## config.mk

```make
export PLATFORM = sky130hd
export DESIGN_NAME = csa_resolver
export DESIGN_NICKNAME = d
export VERILOG_FILES = /design/src/rtl/csa_pkg.sv /design/src/rtl/csa_resolver_stage.sv /design/src/rtl/csa_resolver.sv
export SDC_FILE = /design/constraint.sdc
export NUM_CORES = 1
export LEC_CHECK = 0
export ABC_AREA = 1
export BUFFER_PORTS_ARGS = -buffer_cell sky130_fd_sc_hd__buf_2
export CAP_MARGIN = 15
export CORE_MARGIN = 2
export CORE_UTILIZATION = 49
export CTS_BUF_LIST = sky130_fd_sc_hd__clkbuf_4 sky130_fd_sc_hd__clkbuf_8 sky130_fd_sc_hd__clkbuf_16
export DETAILED_ROUTE_END_ITERATION = 16
export PLACE_DENSITY = 0.79
export SLEW_MARGIN = 20
export SYNTH_ARGS = -nofsm -noshare
export SYNTH_HDL_FRONTEND = slang
export SYNTH_SLANG_ARGS = --single-unit
```

## constraint.sdc

```tcl
create_clock -name clk -period 1.9 [get_ports clk]
set_input_delay 0.38 -clock clk [delete_from_list [all_inputs] [get_ports clk]]
set_output_delay 0.38 -clock clk [all_outputs]
set_load 0.02 [all_outputs]
```

## src/rtl/csa_pkg.sv

```systemverilog
// Shared defaults and the per-stage record passed along the csa_resolver pipeline.
package csa_pkg;

    localparam int CSA_WIDTH = 32;
    localparam int CSA_SEG   = 8;

    typedef struct packed {
        logic                 valid;
        logic [CSA_WIDTH-1:0] res;
        logic                 cy;
        logic [CSA_WIDTH-1:0] psum;
        logic [CSA_WIDTH-1:0] pcarry;
    } csa_stage_t;

endpackage

```

## src/rtl/csa_resolver_stage.sv

```systemverilog
// One SEG-bit slice of the carry-save resolver: adds segment K plus the incoming carry,
// and forwards the still-unresolved sum/carry vectors unchanged.
module csa_resolver_stage
    import csa_pkg::*;
#(
    parameter int SEG  = CSA_SEG,
    parameter int K    = 0,
    parameter bit LAST = 1'b0
) (
    input  logic       clk,
    input  logic       rst_n,
    input  logic       advance,
    input  csa_stage_t stg_p0,
    output csa_stage_t stg_p1
);

    localparam int LO = K * SEG;

    logic [SEG:0]       seg_sum;
    logic [CSA_WIDTH-1:0] res_nxt;

    always_comb begin
        seg_sum = {1'b0, stg_p0.psum[LO +: SEG]}
                + {1'b0, stg_p0.pcarry[LO +: SEG]}
                + {{SEG{1'b0}}, stg_p0.cy};
        res_nxt = stg_p0.res;
        res_nxt[LO +: SEG] = seg_sum[SEG-1:0];
    end

    // stage boundary: only the last stage's data is visible, so only it is cleared
    always_ff @(posedge clk) begin
        if (!rst_n) begin
            stg_p1.valid <= 1'b0;
            if (LAST) begin
                stg_p1.res <= '0;
                stg_p1.cy  <= 1'b0;
            end
        end else if (advance) begin
            stg_p1.valid  <= stg_p0.valid;
            stg_p1.res    <= res_nxt;
            stg_p1.cy     <= seg_sum[SEG];
            stg_p1.psum   <= stg_p0.psum;
            stg_p1.pcarry <= stg_p0.pcarry;
        end
    end

endmodule

```

## src/rtl/csa_resolver.sv

```systemverilog
// Resolves a carry-save sum/carry pair into a binary result with valid/ready handshakes.
// Define CSA_RESOLVER_PIPE_EN for the NSEG-stage pipeline; otherwise a single registered adder.
module csa_resolver
    import csa_pkg::*;
#(
    parameter int WIDTH = CSA_WIDTH,
    parameter int SEG   = CSA_SEG
) (
    input  logic             clk,
    input  logic             rst_n,
    input  logic             in_valid,
    output logic             in_ready,
    input  logic [WIDTH-1:0] in_sum,
    input  logic [WIDTH-1:0] in_carry,
    output logic             out_valid,
    input  logic             out_ready,
    output logic [WIDTH-1:0] out_data,
    output logic             out_cout
);

    // The stage record is sized by the package default, so WIDTH may not exceed it.
    if ((WIDTH % SEG) != 0 || WIDTH > CSA_WIDTH) begin : g_bad_cfg
        $error("csa_resolver: WIDTH must be a multiple of SEG and at most CSA_WIDTH");
    end

    logic advance;

    assign advance  = !out_valid || out_ready;
    assign in_ready = advance;

`ifdef CSA_RESOLVER_PIPE_EN
    localparam int NSEG = WIDTH / SEG;

    csa_stage_t stg_in;
    csa_stage_t stg [NSEG];

    always_comb begin
        stg_in        = '0;
        stg_in.valid  = in_valid;
        stg_in.psum   = CSA_WIDTH'(in_sum);
        stg_in.pcarry = CSA_WIDTH'(in_carry);
    end

    for (genvar k = 0; k < NSEG; k++) begin : g_stage
        if (k == 0) begin : g_first
            csa_resolver_stage #(
                .SEG  (SEG),
                .K    (k),
                .LAST (NSEG == 1)
            ) u_stage (
                .clk     (clk),
                .rst_n   (rst_n),
                .advance (advance),
                .stg_p0  (stg_in),
                .stg_p1  (stg[k])
            );
        end else begin : g_next
            csa_resolver_stage #(
                .SEG  (SEG),
                .K    (k),
                .LAST (k == NSEG - 1)
            ) u_stage (
                .clk     (clk),
                .rst_n   (rst_n),
                .advance (advance),
                .stg_p0  (stg[k-1]),
                .stg_p1  (stg[k])
            );
        end
    end

    assign out_valid = stg[NSEG-1].valid;
    assign out_data  = stg[NSEG-1].res[WIDTH-1:0];
    assign out_cout  = stg[NSEG-1].cy;
`else
    logic [WIDTH:0] sum_p0;

    always_comb sum_p0 = {1'b0, in_sum} + {1'b0, in_carry};

    // single output register boundary
    always_ff @(posedge clk) begin
        if (!rst_n) begin
            out_valid <= 1'b0;
            out_data  <= '0;
            out_cout  <= 1'b0;
        end else if (advance) begin
            out_valid <= in_valid;
            out_data  <= sum_p0[WIDTH-1:0];
            out_cout  <= sum_p0[WIDTH];
        end
    end
`endif

endmodule

```

==> run metrics, run 1 <==
layout cell share with drive strength beyond 1=between 20% and 30%; worst hold path type=in -> reg; RSZ-0062 raised after global routing=no; design area=0.004798 mm²; outcome=finished clean; Slowest-stage cell, CP=fa_1; Area contributors post-synth=nand2_1, dfxtp_1, inv_1, ha_1, nand3_1; vias in the first global route=~4200; Inst Count DP=902; Final ANT Viol Nets=0; worst r2r path cells=7; Clk network pwr share=around a fifth; clock buffer depth=2; Yosys top cell by area=nand2_1; CTS tree=done; Clock Tree Root=clkbuf_8; f_max=between 0.5 and 0.6 GHz; clk slew on worst S/H paths=~0.07 ns; Hold EP=out_valid; DRC Markers=0; R2R Setup Slk=roughly 0.49 ns; Avg WL per Cell=roughly 12 µm; first-pass GRT wire length=17870 µm; GRT overflow=0; Placed Area=0.004688 mm²; Num CTS Buffers=5; Area Growth Syn to Fin=27.28%; internal cell power=0.001625 W; gpl congestion=approximately 0.86; Die X=around 92 µm; crit share post-route=93.65%; r2r endpoint=out_data[19]; Max VDD drop=approximately 0.45 mV; cells after synthesis=around 670; Iter 0 DRT Violations=120; Final Hold Viols=0; share of flip-flops with an asynchronous set or reset=0%; WP data arrival=1.96 ns; P_leak=3.173 nW; Core Box Area=0.007370 mm²; Non-Filler Instances=between 900 and 1000; Crit Path Max Fanout=3; Mean Syn Cell Area=between 5 and 6 µm²; commonest cells in the netlist=nand2_1, inv_1, nand3_1; FP Rows=31; relative slew slack=just under 70%; sequential share of the synthesized area=a little under a fifth; HP Start=in_valid; Syn. warnings=0; Net Sw Frac=between 40% and 50%; top-count cell post-synth=nand2_1; Via Count=4300; Vias/cell=about 4.7; clk_skew=approximately 0.0026 ns; post-synthesis register bit count=34; Startpoint Class=input pin; Max Cap Viol=0; worst slew pin tran=0.4887 ns; final setup fails=0; TNS Setup=0 ns; critical path depth=12; Fill cells=760; Port Buffers=102; WP buf/inv=3; Worst Setup End Kind=register; max-slew violations=0; post-synth top area share=about 22%; initial antenna violation count=0; All-Layer GR Usage=around 26%; CP max stage delay=0.39 ns; CTS sink cnt=34; Initial Util=between 50 and 60%; Mapped Area=~0.0038 mm²; Reg power frac=between 30% and 40%; Cells on Worst Hold Path=2; H-Tree Depth=2; PwrDens=around 570 mW/mm²; die footprint=0.008412 mm²; Die Ht=roughly 92 µm; critical path's top delay family=adder cells; cells along the critical path=buf_2, ha_1, fa_1, nand3_1, nand3_2, nand2_1, buf_4, a21oi_1, o21bai_1, nand2_1, o21bai_1, inv_1; Tmin final=~1.8 ns; number of I/O pins=103; Worst EP required=~2.1 ns; sw power=around 0.0011 W; combinational fraction of design power=~49%; diode count=0; R2R Path Start=out_valid; Netlist cell types=28; Post-DP HPWL=between 8000 and 9000 µm; Layout Nets=912; WL final=~11000 µm; EDFF count, synth=0; Main synth FF type=dfxtp_1; WS Path Type=in -> reg; First-pass DRT Iterations=4; largest net degree at the start of global routing=40; Mapped Nets=770; worst-skew pair later-pin latency=~0.28 ns
[repair_timing]
item | in CTS | in global routing
resized for setup | 0 | 2
hold buffers | 0 | 0
setup buffers | 0 | 1
endpoints found under the setup margin | 0 | 1
[sequential cells by signal, indices dropped and copies added, names as in the netlist]
name and count:
out_data 32, out_cout 1, out_valid 1
[kinds of logic (layout without fill, tap and decap cells)]
| group | after synthesis | count (layout) | share of synthesized area [%] |
|---|---|---|---|
| AO/OA/AOI/OAI | 79 | 79 | 12.35 |
| XOR/XNOR | 14 | 14 | 3.253 |
| adder cells (fa/ha/maj) | 33 | 33 | 11.15 |
| buffers and inverters | 171 | 314 | 17.09 |
| flip-flops | 34 | 34 | 18.06 |
| AND/OR/NAND/NOR | 338 | 338 | 38.10 |
[metrics by stage]
stage	total power [W]	hold slack [ns]	setup WS (ns)	utilization, %
floorplan	0.001697	0.5041	0.05043	-
global placement	0.002169	0.4637	-0.07492	63.62
detailed placement	0.002192	0.4770	-0.1278	63.62
CTS	0.002754	0.3037	0.1476	64.91
global route	0.002967	0.3028	0.0007390	65.11
finish	0.002743	0.3048	0.1206	65.11
[layout make-up]
class / instances / area (µm²) / share of cell area, %
clock inverters: 2 / 12.51 / 0.2608
repair buffers: 144 / 838.3 / 17.47
multi-input cells: 464 / 2452 / 51.11
clock buffers: 6 / 82.58 / 1.721
inverters: 162 / 608.1 / 12.67
well taps: 99 / 123.9 / 2.581
flip-flops and latches: 34 / 680.7 / 14.19
[cell usage in the layout (no fill, tap or decap)]
cell,netlist,final
nand2_1,221,220
inv_1,156,156
buf_2,2,102
buf_4,0,41
nor2_1,39,39
nand3_1,40,39
o21ai_0,34,34
dfxtp_1,34,34
ha_1,32,32
a21oi_1,22,22
o21bai_1,19,19
nand2_2,12,13
xor2_1,13,13
nor2_2,11,11
inv_2,6,6
clkbuf_8,0,6
nand3_2,3,4
nand4_1,4,4
nor2_4,2,2
and2_1,2,2
nor3_1,2,2
nor3_2,1,1
a21oi_2,1,1
o21bai_4,1,1
xnor2_1,1,1
and3_1,1,1
o21a_1,1,1
a21o_1,1,1
fa_1,1,1
clkinvlp_4,0,1
clkinv_2,0,1
buf_12,0,1
[power groups by stage]
stage          registers (W)  logic, W  clock network (W)
2_1_floorplan       0.000972  0.000725                  0
3_3_place_gp        0.000861   0.00131                  0
3_5_place_dp        0.000863   0.00133                  0
4_1_cts             0.000849   0.00134           0.000569
5_1_grt             0.000860   0.00150           0.000612
6_report            0.000850   0.00133           0.000562
[worst max path at each step]
stage | from | endpoint
final | in_sum[0] | out_data[16]
after global routing | in_sum[0] | out_data[24]
after CTS | in_sum[0] | out_data[12]
after detailed placement | in_sum[0] | out_data[22]
after global placement | in_sum[0] | out_data[30]
after floorplan | in_sum[0] | out_data[24]
[layer usage]
metal  vias to the layer above  share of wire [%]  track usage (%)
met5                         -                  0                0
met4                         0                4.3            10.70
met3                        32                4.7            2.958
met2                       121                 50            49.69
met1                      1852                 41            27.98
li1                       2295                  -                -
No activity file was read; power rests on OpenSTA's default activity.
==> run 2, diff against run 1 <==
Settings changed: PLACE_DENSITY 0.79 to 0.9.
==> run 2 against run 1 <==
Clock skew up 0.0037 ns. Critical path type unchanged. Global-route usage down 0.90 points. Clock power is 48% higher. Largest power group unchanged. Final area down 0.83%. Core utilization fell by 0.54 points. Via count grew 1.8%.
==> run metrics, run 2 (synthesized netlist as in run 1, its figures left out) <==
Largest register FFs=32 (unchanged); Worst EP required=2.08 ns (about the same); Die X=91.72 µm (unchanged); clock buffer depth=2 (unchanged); Post-DP HPWL=8571 µm (was 8984 µm); largest net degree at the start of global routing=40 (unchanged); final setup fails=0 (unchanged); Core Box Area=0.007370 mm² (unchanged); dpl ws=-0.1803 ns (was -0.1278 ns); most frequent cells in the layout=nand2_1, inv_1, buf_2, nor2_1, nand3_1 (was nand2_1, inv_1, buf_2, buf_4); vias in the first global route=4046 (was 4167); P_leak=3.141 nW (was 3.173 nW); Pwr Total=0.002982 W (was 0.002743 W); clk slew on worst S/H paths=0.07 ns (about the same); Top reg by flops=out_data (unchanged); Clock Tree Root=clkbuf_8 (unchanged); Vias/cell=4.859 (was 4.720); die footprint=0.008412 mm² (unchanged); worst-skew pair later-pin latency=0.29 ns (was 0.28 ns); CTS tree=done (unchanged); GRT overflow=0 (unchanged); layout cell share with drive strength beyond 1=22.57% (was 23.52%); WL final=10230 µm (was 10520 µm); worst slew pin tran=0.4589 ns (was 0.4887 ns); All-Layer GR Usage=24.78% (was 25.69%); design area=0.004758 mm² (was 0.004798 mm²); CTS sink cnt=34 (unchanged); H-Tree Depth=2 (unchanged); Final Hold Viols=0 (unchanged); Startpoint Class=input pin (unchanged); FP Rows=31 (unchanged); Num CTS Buffers=5 (unchanged); Die Ht=91.72 µm (unchanged); clk_skew=0.006357 ns (was 0.002643 ns); DRC Markers=0 (unchanged); post-CTS setup repair buffer count=0 (unchanged); Tmin final=1.734 ns (was 1.779 ns); cts hold-fix bufs=0 (unchanged); Max VDD drop=0.5641 mV (was 0.4452 mV); WP data arrival=1.92 ns (was 1.96 ns); number of I/O pins=103 (unchanged); Iter 0 DRT Violations=232 (was 120); Via Count=4378 (was 4300); crit share post-route=91.24% (was 93.65%); Port Buffers=102 (unchanged); Placed Area=0.004608 mm² (was 0.004688 mm²); Avg WL per Cell=11.35 µm (was 11.55 µm); Final ANT Viol Nets=0 (unchanged); first-pass GRT wire length=17220 µm (was 17870 µm); Area Growth Syn to Fin=26.22% (was 27.28%); diode count=0 (unchanged); max-slew violations=0 (unchanged); Crit Path Max Fanout=3 (unchanged); relative slew slack=69.41% (was 67.42%); Layout Nets=902 (was 912); RSZ-0062 raised after global routing=no (unchanged); worst hold path type=in -> reg (unchanged); outcome=finished clean (unchanged); First-pass DRT Iterations=5 (was 4); largest registers=out_data: 32 flops, out_cout: 1 flops, out_valid: 1 flops (unchanged); CTS resizes=0 (unchanged); PwrDens=626.7 mW/mm² (was 571.8 mW/mm²); commonest non-fill, non-tap cell in the layout=nand2_1 (unchanged); Worst Setup End Kind=register (unchanged); Initial Util=51.15% (unchanged); Max Cap Viol=0 (unchanged); final setup margin=0.1664 ns (was 0.1206 ns); f_max=0.5768 GHz (was 0.5620 GHz); initial antenna violation count=0 (unchanged); gpl congestion=0.9369 (was 0.8590); WS Path Type=in -> reg (unchanged)
[run 2: cell count changes in the layout (fill, tap and decap cells not counted), sizes merged]
cell / delta
clkinv: -1
clkinvlp: -1
bufinv: +2
buf: -10
[run 2: where the power goes]
part	switching, W	total (W)	internal (W)
Clock	0.000270	0.000830	0.000560
Combinational	0.000795	0.00130	0.000505
Sequential	0.0000474	0.000852	0.000805
[run 2: path summary, 6_finish.rpt]
check,depth (start not counted),to,start,slack [ns]
worst max-delay path,14,out_data[22],in_sum[0],0.17
worst min-delay path,2,out_valid,in_valid,0.30
worst max register to register,7,out_data[8],out_valid,0.60
worst min register to register,2,out_data[0],out_data[0],0.49
[run 2: stage by stage]
step,hold WS [ns],TNS (ns),std cells,util [%]
after floorplan,0.5041,0,669,-
final,0.3018,0,901,64.57
after CTS,0.2989,0,901,64.47
after global routing,0.2936,0,901,64.57
after global placement,0.4595,-0.8673,893,62.53
after detailed placement,0.4750,-2.274,893,62.53
[run 2: area by class of cell]
cell class / count / area, µm²
inverters: 162 / 608.1
well taps: 99 / 123.9
repair buffers: 134 / 750.7
clock inverters: 2 / 60.06
fillers: 689 / 2611
clock buffers: 6 / 82.58
flip-flops and latches: 34 / 680.7
multi-input cells: 464 / 2452
[run 2: layer usage]
metal,vias up,wire length (µm),track usage [%]
met1,1904,4201,28.46
met4,0,412,10.57
li1,2282,-,-
met3,31,585,3.205
met5,-,0,0
met2,161,5030,45.77
[run 2: critical path: stages]
cell	delay (ns)
buf_2	0.10
ha_1	0.24
fa_2	0.35
buf_4	0.15
nand2_1	0.08
nand3_2	0.08
nand2_1	0.09
nand2_2	0.09
nand2_1	0.09
nand2_1	0.05
nand2_1	0.05
nand3_1	0.06
nand2_1	0.07
inv_1	0.04
==> run 3, diff against run 2 <==
Settings changed: CELL_PAD_IN_SITES_DETAIL_PLACEMENT from default to 1, CELL_PAD_IN_SITES_GLOBAL_PLACEMENT from default to 1, CORE_UTILIZATION 49 to 32, GPL_TIMING_DRIVEN from default to 0.
==> run 3 against run 2 <==
Routed wire length grew 25%. Worst hold slack gained 0.030 ns. Sequential cell count is the same. Register-to-register slack lost 0.09 ns. Final cell count grew 2.8%. Critical endpoint is now out_data[27]. Largest cell class unchanged.
==> run metrics, run 3 (synthesized netlist as in run 1, its figures left out) <==
Max VDD drop=0.3598 mV (was 0.5641 mV); layout cell share with drive strength beyond 1=21.46% (was 22.57%); GRT overflow=0 (unchanged); WL final=12760 µm (was 10230 µm); P_leak=3.024 nW (was 3.141 nW); Max Cap Viol=0 (unchanged); largest registers=out_data: 32 flops, out_cout: 1 flops, out_valid: 1 flops (unchanged); Pwr Total=0.002970 W (was 0.002982 W); Crit Path Max Fanout=6 (was 3); met3 routed wirelength=474 µm (was 585 µm); Final Hold Viols=0 (unchanged); R2R Path Start=out_valid (unchanged); most frequent cells in the layout=nand2_1, inv_1, buf_2, nor2_1, nand3_1 (unchanged); final setup margin=0.08155 ns (was 0.1664 ns); top sig layer=met4 (unchanged); Final ANT Viol Nets=0 (unchanged); FP Rows=39 (was 31); cts hold-fix bufs=0 (unchanged); Port Buffers=102 (unchanged); outcome=finished clean (unchanged); TNS Setup=0 ns (unchanged); First-pass DRT Iterations=4 (was 5); met2 WL=6364 µm (was 5030 µm); Hold EP=out_valid (unchanged); Die X=112.5 µm (was 91.72 µm); vias in the first global route=4806 (was 4046); final setup fails=0 (unchanged); Reg power frac=28.8% (was 28.6%); Slowest-stage cell, CP=ha_2 (was fa_2); Core Box Area=0.01147 mm² (was 0.007370 mm²); first-pass GRT wire length=21500 µm (was 17220 µm); Tmin final=1.818 ns (was 1.734 ns); critical path's top delay family=simple AND/OR/NAND/NOR gates (unchanged); cells along the critical path=buf_2, ha_2, nor2_1, a21oi_1, nand3_1, nand3_1, nand2_1, nand3_1, nand3_1, nand2_1, inv_1 (was buf_2, ha_1, fa_2, buf_4, nand2_1, nand3_2, nand2_1, nand2_2, nand2_1, nand2_1, nand2_1, nand3_1, nand2_1, inv_1); Via Count=4433 (was 4378); gpl congestion=0.8726 (was 0.9369); RSZ-0062 raised after global routing=no (unchanged); HP Start=in_valid (unchanged); Cells on Worst Hold Path=2 (unchanged); Initial Util=32.88% (was 51.15%); initial antenna violation count=0 (unchanged); combinational fraction of design power=43.4% (was 43.6%); utilization after layout=40.86% (was 64.57%); M1 WL=5566 µm (was 4201 µm); Layout Nets=883 (was 902); PwrDens=633.8 mW/mm² (was 626.7 mW/mm²); CTS tree=done (unchanged); All-Layer GR Usage=20.64% (was 24.78%); H-Tree Depth=2 (unchanged); Avg WL per Cell=13.78 µm (was 11.35 µm); clock buffer depth=2 (unchanged); relative slew slack=64.49% (was 69.41%); Worst EP required=2.08 ns (about the same); Area Growth Syn to Fin=24.29% (was 26.22%); worst r2r path cells=7 (unchanged); Largest register FFs=32 (unchanged); max-slew violations=0 (unchanged); Die Ht=112.5 µm (was 91.72 µm); dpl ws=-0.4271 ns (was -0.1803 ns); CTS sink cnt=34 (unchanged); Clk network pwr share=27.8% (about the same); R2R Setup Slk=0.51 ns (was 0.60 ns); Num CTS Buffers=5 (unchanged); commonest non-fill, non-tap cell in the layout=nand2_1 (unchanged); Iter 0 DRT Violations=138 (was 232); f_max=0.5499 GHz (was 0.5768 GHz); WP data arrival=1.99 ns (was 1.92 ns); clk slew on worst S/H paths=0.06 ns (was 0.07 ns); number of I/O pins=103 (unchanged); largest net degree at the start of global routing=11 (was 40); worst slew pin tran=0.5327 ns (was 0.4589 ns); r2r endpoint=out_data[18] (was out_data[8]); Startpoint Class=input pin (unchanged); Worst Setup End Kind=register (unchanged); DRC Markers=0 (unchanged); die footprint=0.01267 mm² (was 0.008412 mm²); Net Sw Frac=39.68% (was 37.30%); worst-skew pair later-pin latency=0.27 ns (was 0.29 ns); WS Path Type=in -> reg (unchanged); clk_skew=0.003733 ns (was 0.006357 ns); sw power=0.001178 W (was 0.001112 W); internal cell power=0.001792 W (was 0.001870 W); Post-DP HPWL=10940 µm (was 8571 µm); Vias/cell=4.787 (was 4.859); WP buf/inv=2 (was 3); cell repeated most along the worst path=nand3_1 (was nand2_1); CP max stage delay=0.40 ns (was 0.35 ns); Top reg by flops=out_data (unchanged); crit share post-route=95.71% (was 91.24%); Clock Tree Root=clkbuf_16 (was clkbuf_8); worst hold path type=in -> reg (unchanged); diode count=0 (unchanged)
[run 3: changes by cell type in the layout (fill, tap and decap cells not counted), sizes merged]
| cell | before | now |
|---|---|---|
| clkinv | 0 | 1 |
| bufinv | 2 | 0 |
| clkbuf | 6 | 14 |
| buf | 134 | 108 |
[run 3: cell type report]
type	instances	area, µm²
plain buffers	9	36.28
clock buffers	7	146.4
clock inverters	1	5.005
fillers	1629	6782
inverters	162	608.1
multi-input cells	464	2490
flip-flops and latches	34	680.7
well taps	143	178.9
repair buffers	106	540.5
[run 3: how the worst max path moves through the flow]
stage | startpoint | endpoint | slack (ns) | cells after the start
final | in_carry[2] | out_data[27] | 0.08 | 11
after global routing | in_sum[0] | out_data[24] | 0.001 | 13
after CTS | in_sum[0] | out_data[24] | 0.03 | 13
after detailed placement | in_sum[0] | out_data[24] | -0.43 | 13
after global placement | in_sum[0] | out_data[24] | -0.33 | 13
after floorplan | in_sum[0] | out_data[24] | 0.05 | 12
[run 3: layer usage]
metal / GRT usage (%) / vias to the layer above
li1: - / 2247
met1: 23.65 / 2060
met2: 39.20 / 105
met3: 2.808 / 21
met4: 6.504 / 0
met5: 0 / -
[run 3: metrics by stage]
step	hold slack, ns	area, µm²	std cells
6_report	0.3314	4686	926
4_1_cts	0.3231	4623	923
3_5_place_dp	0.4986	4459	914
3_3_place_gp	0.4584	4459	914
2_1_floorplan	0.5041	3770	669
5_1_grt	0.3444	4686	926
[run 3: power by group through the flow]
stage	Clock [W]	Combinational, W	Sequential, W
floorplan	0	0.000725	0.000972
global placement	0	0.00122	0.000867
detailed placement	0	0.00126	0.000869
CTS	0.000839	0.00127	0.000855
global route	0.000878	0.00145	0.000866
finish	0.000826	0.00129	0.000855
[run 3: repair_timing]
item                       CTS  global route
setup endpoints to repair    4            11
pin swaps                    1             3
hold endpoints to repair     0             0
resized for setup            2            13
buffers inserted             1             3
